$ cat src/rtl/video_st_pkg.sv
// Shared video streaming definitions: pixel format, frame geometry and
// frame-alignment FSM encoding used by the Avalon-ST video blocks.
package video_st_pkg;

  localparam int unsigned DATA_W       = 16;
  localparam int unsigned FRAME_PIXELS = 307200;

  // RGB565 field positions within a pixel word
  localparam int unsigned RGB_R_MSB = 15;
  localparam int unsigned RGB_R_LSB = 11;
  localparam int unsigned RGB_G_MSB = 10;
  localparam int unsigned RGB_G_LSB = 5;
  localparam int unsigned RGB_B_MSB = 4;
  localparam int unsigned RGB_B_LSB = 0;

  typedef enum logic {
    WAIT_SOP = 1'b0,
    IN_FRAME = 1'b1
  } frame_state_e;

endpackage

$ cat src/rtl/video_sync_fifo.sv
// Single-clock show-ahead FIFO: the head entry is visible on rdata whenever
// the FIFO is not empty, with full/empty/level derived from a registered count.
module video_sync_fifo #(
  parameter int unsigned WIDTH  = 18,
  parameter int unsigned DEPTH  = 8,
  parameter int unsigned ADDR_W = 3
) (
  input  logic              clk,
  input  logic              reset_n,
  input  logic              push,
  input  logic [WIDTH-1:0]  wdata,
  input  logic              pop,
  output logic [WIDTH-1:0]  rdata,
  output logic              full,
  output logic              empty,
  output logic [ADDR_W:0]   level
);

  localparam logic [ADDR_W:0] FULL_LVL = (ADDR_W+1)'(DEPTH);

  logic [WIDTH-1:0]  mem_q [DEPTH];
  logic [ADDR_W-1:0] wr_ptr_q, wr_ptr_d;
  logic [ADDR_W-1:0] rd_ptr_q, rd_ptr_d;
  logic [ADDR_W:0]   level_q, level_d;
  logic              do_push, do_pop;

  assign full    = (level_q == FULL_LVL);
  assign empty   = (level_q == '0);
  assign level   = level_q;
  assign rdata   = mem_q[rd_ptr_q];
  assign do_push = push && !full;
  assign do_pop  = pop && !empty;

  // Pointer and occupancy update; DEPTH is a power of 2 so pointers wrap naturally
  always_comb begin
    wr_ptr_d = wr_ptr_q;
    rd_ptr_d = rd_ptr_q;
    level_d  = level_q;
    if (do_push) wr_ptr_d = wr_ptr_q + ADDR_W'(1);
    if (do_pop)  rd_ptr_d = rd_ptr_q + ADDR_W'(1);
    case ({do_push, do_pop})
      2'b10:   level_d = level_q + (ADDR_W+1)'(1);
      2'b01:   level_d = level_q - (ADDR_W+1)'(1);
      default: level_d = level_q;
    endcase
  end

  always_ff @(posedge clk or negedge reset_n) begin
    if (!reset_n) begin
      wr_ptr_q <= '0;
      rd_ptr_q <= '0;
      level_q  <= '0;
      for (int unsigned i = 0; i < DEPTH; i++) mem_q[i] <= '0;
    end else begin
      wr_ptr_q <= wr_ptr_d;
      rd_ptr_q <= rd_ptr_d;
      level_q  <= level_d;
      if (do_push) mem_q[wr_ptr_q] <= wdata;
    end
  end

  assert property (@(posedge clk) disable iff (!reset_n) !(pop && empty))
    else $error("video_sync_fifo: pop while empty");

endmodule

$ cat src/rtl/video_frame_fifo_source.sv
// Frame-aligning buffer between the video sink register stage and an
// Avalon-ST source: drops pre-sop beats, checks frame length, re-emits beats.
module video_frame_fifo_source #(
  parameter int unsigned DATA_W       = video_st_pkg::DATA_W,
  parameter int unsigned DEPTH        = 8,
  parameter int unsigned ADDR_W       = 3,
  parameter int unsigned FRAME_PIXELS = video_st_pkg::FRAME_PIXELS,
  parameter int unsigned CNT_W        = 19
) (
  input  logic              clk,
  input  logic              reset_n,
  output logic              ready_reg,
  input  logic              valid_reg,
  input  logic [DATA_W-1:0] data_reg,
  input  logic              sop_reg,
  input  logic              eop_reg,
  input  logic              src_ready,
  output logic              src_valid,
  output logic [DATA_W-1:0] src_data,
  output logic              src_sop,
  output logic              src_eop,
  output logic              frame_done,
  output logic              frame_err,
  output logic [15:0]       drop_cnt
);

  import video_st_pkg::*;

  localparam int unsigned     ENTRY_W   = DATA_W + 2;
  localparam logic [CNT_W-1:0] FRAME_LEN = CNT_W'(FRAME_PIXELS);
  localparam logic [CNT_W-1:0] CNT_ONE   = CNT_W'(1);
  localparam logic [ADDR_W:0]  READY_MAX = (ADDR_W+1)'(DEPTH - 2);

  frame_state_e      state_q, state_d;
  logic [CNT_W-1:0]  cnt_q, cnt_d, cnt_inc;
  logic [15:0]       drop_q, drop_d;
  logic              done_q, done_d;
  logic              err_q, err_d;
  logic              ready_q;
  logic              beat_new;

  logic              fifo_push, fifo_pop, fifo_full, fifo_empty;
  logic [ENTRY_W-1:0] fifo_rdata;
  logic [ADDR_W:0]   fifo_level;

  // Keep room for the beat that may already sit in the sink registers
  assign ready_reg = (fifo_level <= READY_MAX);
  assign beat_new  = valid_reg && ready_q;
  assign cnt_inc   = (cnt_q == '1) ? cnt_q : cnt_q + CNT_W'(1);

  // Alignment FSM, length check and drop counting on newly captured beats only
  always_comb begin
    state_d   = state_q;
    cnt_d     = cnt_q;
    drop_d    = drop_q;
    done_d    = 1'b0;
    err_d     = 1'b0;
    fifo_push = 1'b0;
    if (beat_new) begin
      case (state_q)
        WAIT_SOP: begin
          if (!sop_reg) begin
            if (drop_q != 16'hFFFF) drop_d = drop_q + 16'd1;
          end else begin
            fifo_push = 1'b1;
            cnt_d     = CNT_ONE;
            if (eop_reg) begin
              if (CNT_ONE == FRAME_LEN) done_d = 1'b1;
              else                      err_d  = 1'b1;
            end else begin
              state_d = IN_FRAME;
            end
          end
        end
        IN_FRAME: begin
          fifo_push = 1'b1;
          if (sop_reg) begin
            err_d = 1'b1;
            cnt_d = CNT_ONE;
          end else if (eop_reg) begin
            cnt_d   = cnt_inc;
            state_d = WAIT_SOP;
            if (cnt_inc == FRAME_LEN) done_d = 1'b1;
            else                      err_d  = 1'b1;
          end else begin
            cnt_d = cnt_inc;
          end
        end
        default: state_d = WAIT_SOP;
      endcase
    end
  end

  always_ff @(posedge clk or negedge reset_n) begin
    if (!reset_n) begin
      state_q <= WAIT_SOP;
      cnt_q   <= '0;
      drop_q  <= '0;
      done_q  <= 1'b0;
      err_q   <= 1'b0;
      ready_q <= 1'b0;
    end else begin
      state_q <= state_d;
      cnt_q   <= cnt_d;
      drop_q  <= drop_d;
      done_q  <= done_d;
      err_q   <= err_d;
      ready_q <= ready_reg;
    end
  end

  video_sync_fifo #(
    .WIDTH  (ENTRY_W),
    .DEPTH  (DEPTH),
    .ADDR_W (ADDR_W)
  ) u_fifo (
    .clk     (clk),
    .reset_n (reset_n),
    .push    (fifo_push),
    .wdata   ({sop_reg, eop_reg, data_reg}),
    .pop     (fifo_pop),
    .rdata   (fifo_rdata),
    .full    (fifo_full),
    .empty   (fifo_empty),
    .level   (fifo_level)
  );

  assign src_valid = !fifo_empty;
  assign fifo_pop  = src_valid && src_ready;
  assign {src_sop, src_eop, src_data} = fifo_rdata;

  assign frame_done = done_q;
  assign frame_err  = err_q;
  assign drop_cnt   = drop_q;

  assert property (@(posedge clk) disable iff (!reset_n) !(fifo_push && fifo_full))
    else $error("video_frame_fifo_source: write while FIFO full");

endmodule

$ cat config.mk
export PLATFORM = sky130hd
export DESIGN_NAME = video_frame_fifo_source
export DESIGN_NICKNAME = d
export VERILOG_FILES = /design/src/rtl/video_st_pkg.sv /design/src/rtl/video_sync_fifo.sv /design/src/rtl/video_frame_fifo_source.sv
export SDC_FILE = /design/constraint.sdc
export NUM_CORES = 1
export LEC_CHECK = 0
export BUFFER_PORTS_ARGS = -buffer_cell sky130_fd_sc_hd__buf_2
export CORE_ASPECT_RATIO = 1.25
export CORE_MARGIN = 2
export CORE_UTILIZATION = 48
export CTS_BUF_LIST = sky130_fd_sc_hd__clkbuf_8 sky130_fd_sc_hd__clkbuf_16
export DETAILED_ROUTE_END_ITERATION = 6
export PLACE_DENSITY = 0.68
export SLEW_MARGIN = 20
export SYNTH_ARGS = -nofsm -noshare
export SYNTH_HDL_FRONTEND = slang
export SYNTH_SLANG_ARGS = --single-unit
$ cat constraint.sdc
create_clock -name clk -period 2.5 [get_ports clk]
set_clock_uncertainty 0.05 [all_clocks]
set_input_delay 0 -clock clk [delete_from_list [all_inputs] [get_ports clk]]
set_output_delay 0 -clock clk [all_outputs]
set_load 0.005 [all_outputs]
==> results.toml, run 1 <==
[floorplan]
ios = 60
die_y_um = 160
core_um2 = 19300
die_w_um = 129
rows = 57
die_area_um2 = 20600
start_util_pct = 48.4

[sta]
setup_viol = 0
relSlewSlack_pct = 49.1
finalHoldViolCount = 0
worst_pin_slew_ps = 763
fmax_mhz = 435
post-route-min-period_ps = 2300
finalMaxSlewViolations = 0
timing.final.ws_setup_ps = 202
rsz0062_at_grt = "false"
finalCritPeriodShare_pct = 91.9
tns_ps = 0

[setup_path]
r2r_slack_ps = 200
cpPeakStageDelay_ps = 430
crit_path_frequent_cell = "ha_1"
crit_type = "reg -> reg"
cp.arrival_ps = 2560
cp-start-kind = "flip-flop"
crit_path_max_fanout = 4
r2r-end = "u_fifo.level[3]"
r2r-start = "u_fifo.level[1]"
worst-r2r-cell-count = 11
critical_path.cell_chain = "nor3_2 > nand2b_1 > nand2_2 > inv_1 > ha_1 > ha_1 > a21o_1 > a21oi_1 > xnor2_1 > nor2_1 > xor2_1"
crit_path_end_kind = "flip-flop"
crit_slowest_cell = "dfrtp_1"
critPathRequiredTime_ps = 2770

[clock_tree]
cts_num_sinks = 193
clk_latency_ps = 430
htreeDepth = 4
numCtsBuffers = 17
cts_tree = "built"
clk_pin_slew_ps = 70
root_buffer = "clkbuf_16"
clockBufferDepth = 2

[routing]
postRouteAntennaNets = 0
wl_per_cell_um = 19.7
firstDrtPassIters = 4
wl_um = 20100
drt_iter0_drc = 349
drc_errors = 0
via_count = 5940
via_per_inst = 5.82

[min_path]
min_path_type = "in -> reg"
holdPathEnd = "cnt_q[2]"
min_from = "valid_reg"
whs_path_depth = 4

[placed_design]
post-place-ws_ps = 87.7
dp_hpwl_um = 13200
placed_cells = 964
gp_congestion = 0.872
io_buffers = 59

[logic_synthesis]
ys.flop_type = "dfrtp_1"
avgSynthCellArea_um2 = 13.7
ys_ff_latch = 193
async_reset_ff_share_pct = 100
synth-edff-count = 0
syn_nets = 709
synthesis.area_um2 = 9330
synth_cell_types = 64
seq_area_frac_synth_pct = 51.8
synth_cells = 679
yosysWarnings = 0

[global_route]
antenna_found_initial = 0
grt_max_degree = 82
gr-total-overflow = 0
grt_pass1_vias = 6339
track_usage_pct = 20.6
grt_pass1_wl_um = 33200

[layout]
drive_gt1_share_pct = 44.1
nNetsFinal = 801
final_cell_count_no_fill = 1020
syn2layout_area_growth_pct = 16.6
antenna_cells = 0

[pwr]
ir_drop_mv = 0.688
total_power_w = 0.0123
p_per_area_nw_per_um2 = 1130
leakagePower_nw = 4.86

[status]
status = "finished clean"

[job]
drv_cap = 0
[worst max-delay path by stage]
stage	startpoint	to	slack [ps]
after CTS	cnt_q[0]	cnt_q[18]	30
final	u_fifo.level[1]	u_fifo.level[3]	200
after floorplan	u_fifo.level[0]	u_fifo.level[3]	100
after detailed placement	u_fifo.level[1]	u_fifo.level[3]	90
after global routing	u_fifo.level[1]	u_fifo.level[3]	3
after global placement	u_fifo.level[1]	u_fifo.level[3]	210
[area by class of cell]
type / instances / area [um2]
timing repair buffer: 113 / 862
fill: 1568 / 8380
multi-input combinational: 434 / 4250
clock inverter: 14 / 146
clock buffer: 18 / 439
inverter: 12 / 45.0
sequential: 193 / 4830
tap: 236 / 295
[routing by layer]
metal | part of all wire (%) | track usage [%]
met1 | 44 | 27.4
met2 | 51 | 34.5
met3 | 2.7 | 3.25
met4 | 1.8 | 7.26
met5 | 0 | 0
[registers in the layout, summed over array words and instances, names as in the netlist]
signal / flops
frame_done: 1
u_fifo.mem_q: 144
u_fifo.level: 4
cnt_q: 19
ready_q: 1
frame_err: 1
state_q: 1
u_fifo.wr_ptr_q: 3
u_fifo.rd_ptr_q: 3
drop_cnt: 16
[power breakdown]
group	internal, W	switching, W	total, W
clock	0.00144	0.00126	0.00270
sequential	0.00434	0.000769	0.00511
combinational	0.00274	0.00178	0.00452
total	0.00852	0.00381	0.0123
[metrics by stage]
| stage | cell area, um2 | utilization, % | hold slack [ps] |
|---|---|---|---|
| after global routing | 10900 | 56.5 | 122 |
| after detailed placement | 10000 | 52.1 | 42.6 |
| after global placement | 10000 | 52.1 | 25.6 |
| final | 10900 | 56.5 | 96.6 |
| after floorplan | 9330 | - | -346 |
| after CTS | 10800 | 56.3 | 75.3 |
[layout by cell type, fill, tap and decap left out, types with 14 or more instances in the layout]
| master | count |
|---|---|
| a21oi_1 | 17 |
| buf_2 | 58 |
| buf_4 | 24 |
| clkbuf_16 | 17 |
| dfrtp_1 | 189 |
| dlygate4sd3_1 | 22 |
| mux2_2 | 159 |
| mux4_2 | 36 |
| nand2_1 | 27 |
| nand4_1 | 14 |
| nor2_1 | 24 |
| o21ai_0 | 22 |
| xnor2_1 | 15 |
[synthesized netlist by cell type (all sizes together) (4+ instances only)]
library cell	count	area, um2
dfrtp	193	4830
mux2	165	1860
mux4	36	811
nand2	28	105
o21ai	26	138
nor2	25	101
buf	24	154
a21oi	18	101
clkbuf	16	61.3
nand4	16	113
nand3	15	92.6
xnor2	15	131
xor2	13	114
inv	12	45.0
nor3	10	61.3
ha	7	87.6
or3	7	43.8
a31oi	5	31.3
nor4	5	67.6
and3	4	26.3
o31ai	4	30.0
[critical path: cells and delay by family, from the launching register on]
kind	cells	cell delay, ps
buf+inv	1	70
simple gates	4	490
fa+ha+maj	2	530
xor+xnor	2	280
compound gates	2	350
flops	1	430
[what timing repair did]
item,in CTS,in global routing
hold buffers,22,0
endpoints found under the setup margin,0,4
resized for setup,0,6
setup buffers,0,2
endpoints found under the hold margin,215,0
[kinds of logic (layout without fill, tap and decap cells)]
| group | count (synthesis) | in the layout | synth area share [%] |
|---|---|---|---|
| DFF | 193 | 193 | 51.8 |
| adders and majority gates | 8 | 8 | 1.15 |
| xor gates and xnor gates | 28 | 28 | 2.63 |
| buffers and inverters | 52 | 157 | 2.79 |
| and+or+nand+nor | 128 | 128 | 8.28 |
| muxes | 203 | 203 | 28.8 |
| AOI/OAI and AO/OA | 67 | 67 | 4.52 |
No activity file was read; power rests on OpenSTA's default activity.
==> run 2: changes to the inputs <==
- CTS_CLUSTER_DIAMETER: not set -> 60
- clock period: 2.5 -> 2.1 ns (I/O delays scaled with it)
==> run 2 against run 1 <==
Effect of this change: the run now ends with negative hold slack, negative setup slack left; global-route usage grew 0.50 points; die area is the same; wire length grew 7.1%; first-iteration DRC count grew 11%; core utilization grew 3.6 points; power grew 29%; clock-buffer cell count shrank 1; clock power grew 26%; final area grew 6.4%; register-to-register slack lost 220 ps; flip-flop and latch count is the same; critical endpoint is now src_data[2].
==> results.toml, run 2 (synthesis gave the netlist of run 1 again) <==
[layout]
syn2layout_area_growth_pct = 24.1
largest_reg_flops = 144
fillers = 1497
regMostFlops = "u_fifo.mem_q"
layout_common_cells = "184 x dfrtp_1, 150 x mux2_2, 53 x buf_4"
final_common_cell = "dfrtp_1"
antenna_cells = 0
fin_util_pct = 60.1
design_area_um2 = 11600
nNetsFinal = 842
drive_gt1_share_pct = 49.9

[floorplan]
core_um2 = 19300
rows = 57
die_area_um2 = 20600
die_y_um = 160
die_w_um = 129
start_util_pct = 48.4
ios = 60

[global_route]
track_usage_pct = 21.1
antenna_found_initial = 0
grt_max_degree = 64
grt_pass1_vias = 6550
gr-total-overflow = 0
grt_pass1_wl_um = 33900

[sta]
timing.final.ws_setup_ps = -29.3
worst_pin_slew_ps = 558
finalHoldViolCount = 1
rsz0062_at_grt = "true"
relSlewSlack_pct = 62.8
post-route-min-period_ps = 2130
worst_hold_slack_ps = -6.14
finalCritPeriodShare_pct = 101
finalMaxSlewViolations = 0
setup_viol = 8
fmax_mhz = 470

[clock_tree]
cts_tree = "built"
numCtsBuffers = 17
root_buffer = "clkbuf_16"
clk_pin_slew_ps = 80
cts_num_sinks = 193
htreeDepth = 4
clk_latency_ps = 440
clockBufferDepth = 2

[pwr]
clkPwrFrac_pct = 21.4
combPwrFrac_pct = 40.4
internal_power_w = 0.0110
p_seq_share_pct = 38.2
leakagePower_nw = 5.19
p_per_area_nw_per_um2 = 1370
total_power_w = 0.0159
ir_drop_mv = 0.757
p_switching_w = 0.00487
swShare_pct = 30.7

[placed_design]
post-place-ws_ps = -19.4
io_buffers = 59
gp_congestion = 0.881
dp_hpwl_um = 13700
placed_area_um2 = 10400

[setup_path]
crit_path_end_kind = "output pin"
critPathRequiredTime_ps = 2050
cp.arrival_ps = 2080
cp-start-kind = "flip-flop"
crit_path_max_fanout = 11
crit_type = "reg -> out"
r2r_slack_ps = -20

[routing]
wl_per_cell_um = 20.3
via_per_inst = 5.71
postRouteAntennaNets = 0
drt_iter0_drc = 387
firstDrtPassIters = 4
drc_errors = 0
wl_um = 21500
via_count = 6060

[job]
drv_cap = 0

[min_path]
min_path_type = "in -> reg"

[status]
status = "finished with violations"
violations = "negative hold slack, negative setup slack"
-- run 2: cell type report --
cell class,count,area [um2],share of cell area (%)
Clock buffer,17,425,3.68
Clock inverter,15,193,1.67
Inverter,12,45.0,0.389
Multi-Input combinational cell,434,4410,38.1
Sequential cell,193,4840,41.8
Tap cell,236,295,2.55
Timing Repair Buffer,154,1360,11.7
-- run 2: worst paths after layout --
path | from | depth (start not counted) | to
max | u_fifo.rd_ptr_q[0] | 5 | src_data[2]
min | valid_reg | 4 | cnt_q[18]
max reg2reg | cnt_q[1] | 7 | frame_done
min reg2reg | u_fifo.mem_q[115] | 1 | u_fifo.mem_q[115]
max in group asynchronous | reset_n | 3 | u_fifo.mem_q[74]
min in group asynchronous | reset_n | 2 | cnt_q[3]
-- run 2: timing repair --
action,4_1_cts,5_1_grt
hold buffers,21,0
endpoints found under the hold margin,293,0
gates cloned,0,4
gates resized for setup,14,43
setup buffers,1,8
pin swaps,2,8
endpoints found under the setup margin,34,68
-- run 2: metal layers --
metal  routed length [um]  part of all wire (%)  global-route usage [%]
met5                    0                     0                       0
met4                  250                   1.2                    7.02
met3                  787                   3.7                    3.85
met2                11100                    51                    34.7
met1                 9410                    44                    28.5
-- run 2: per-stage QoR --
stage | instances | hold WS [ps] | setup TNS (ps)
floorplan | 679 | -346 | -48.2
detailed placement | 995 | -18.4 | -120
global placement | 995 | -32.2 | 0
finish | 1061 | -6.14 | -109
global route | 1061 | 0.741 | -1240
CTS | 1049 | 34.1 | -29.6
-- run 2: critical path, stage by stage, from the launching register on --
cell and delay, ps:
dfrtp_2 410, buf_12 130, buf_12 160, mux4_2 520, mux2_4 300, buf_6 120
-- run 2: power groups by stage --
stage	registers, W	clock network, W	logic, W
after detailed placement	0.00611	0	0.00560
after floorplan	0.00575	0	0.00408
after global routing	0.00624	0.00359	0.00690
final	0.00607	0.00339	0.00641
after CTS	0.00604	0.00345	0.00583
after global placement	0.00594	0	0.00540
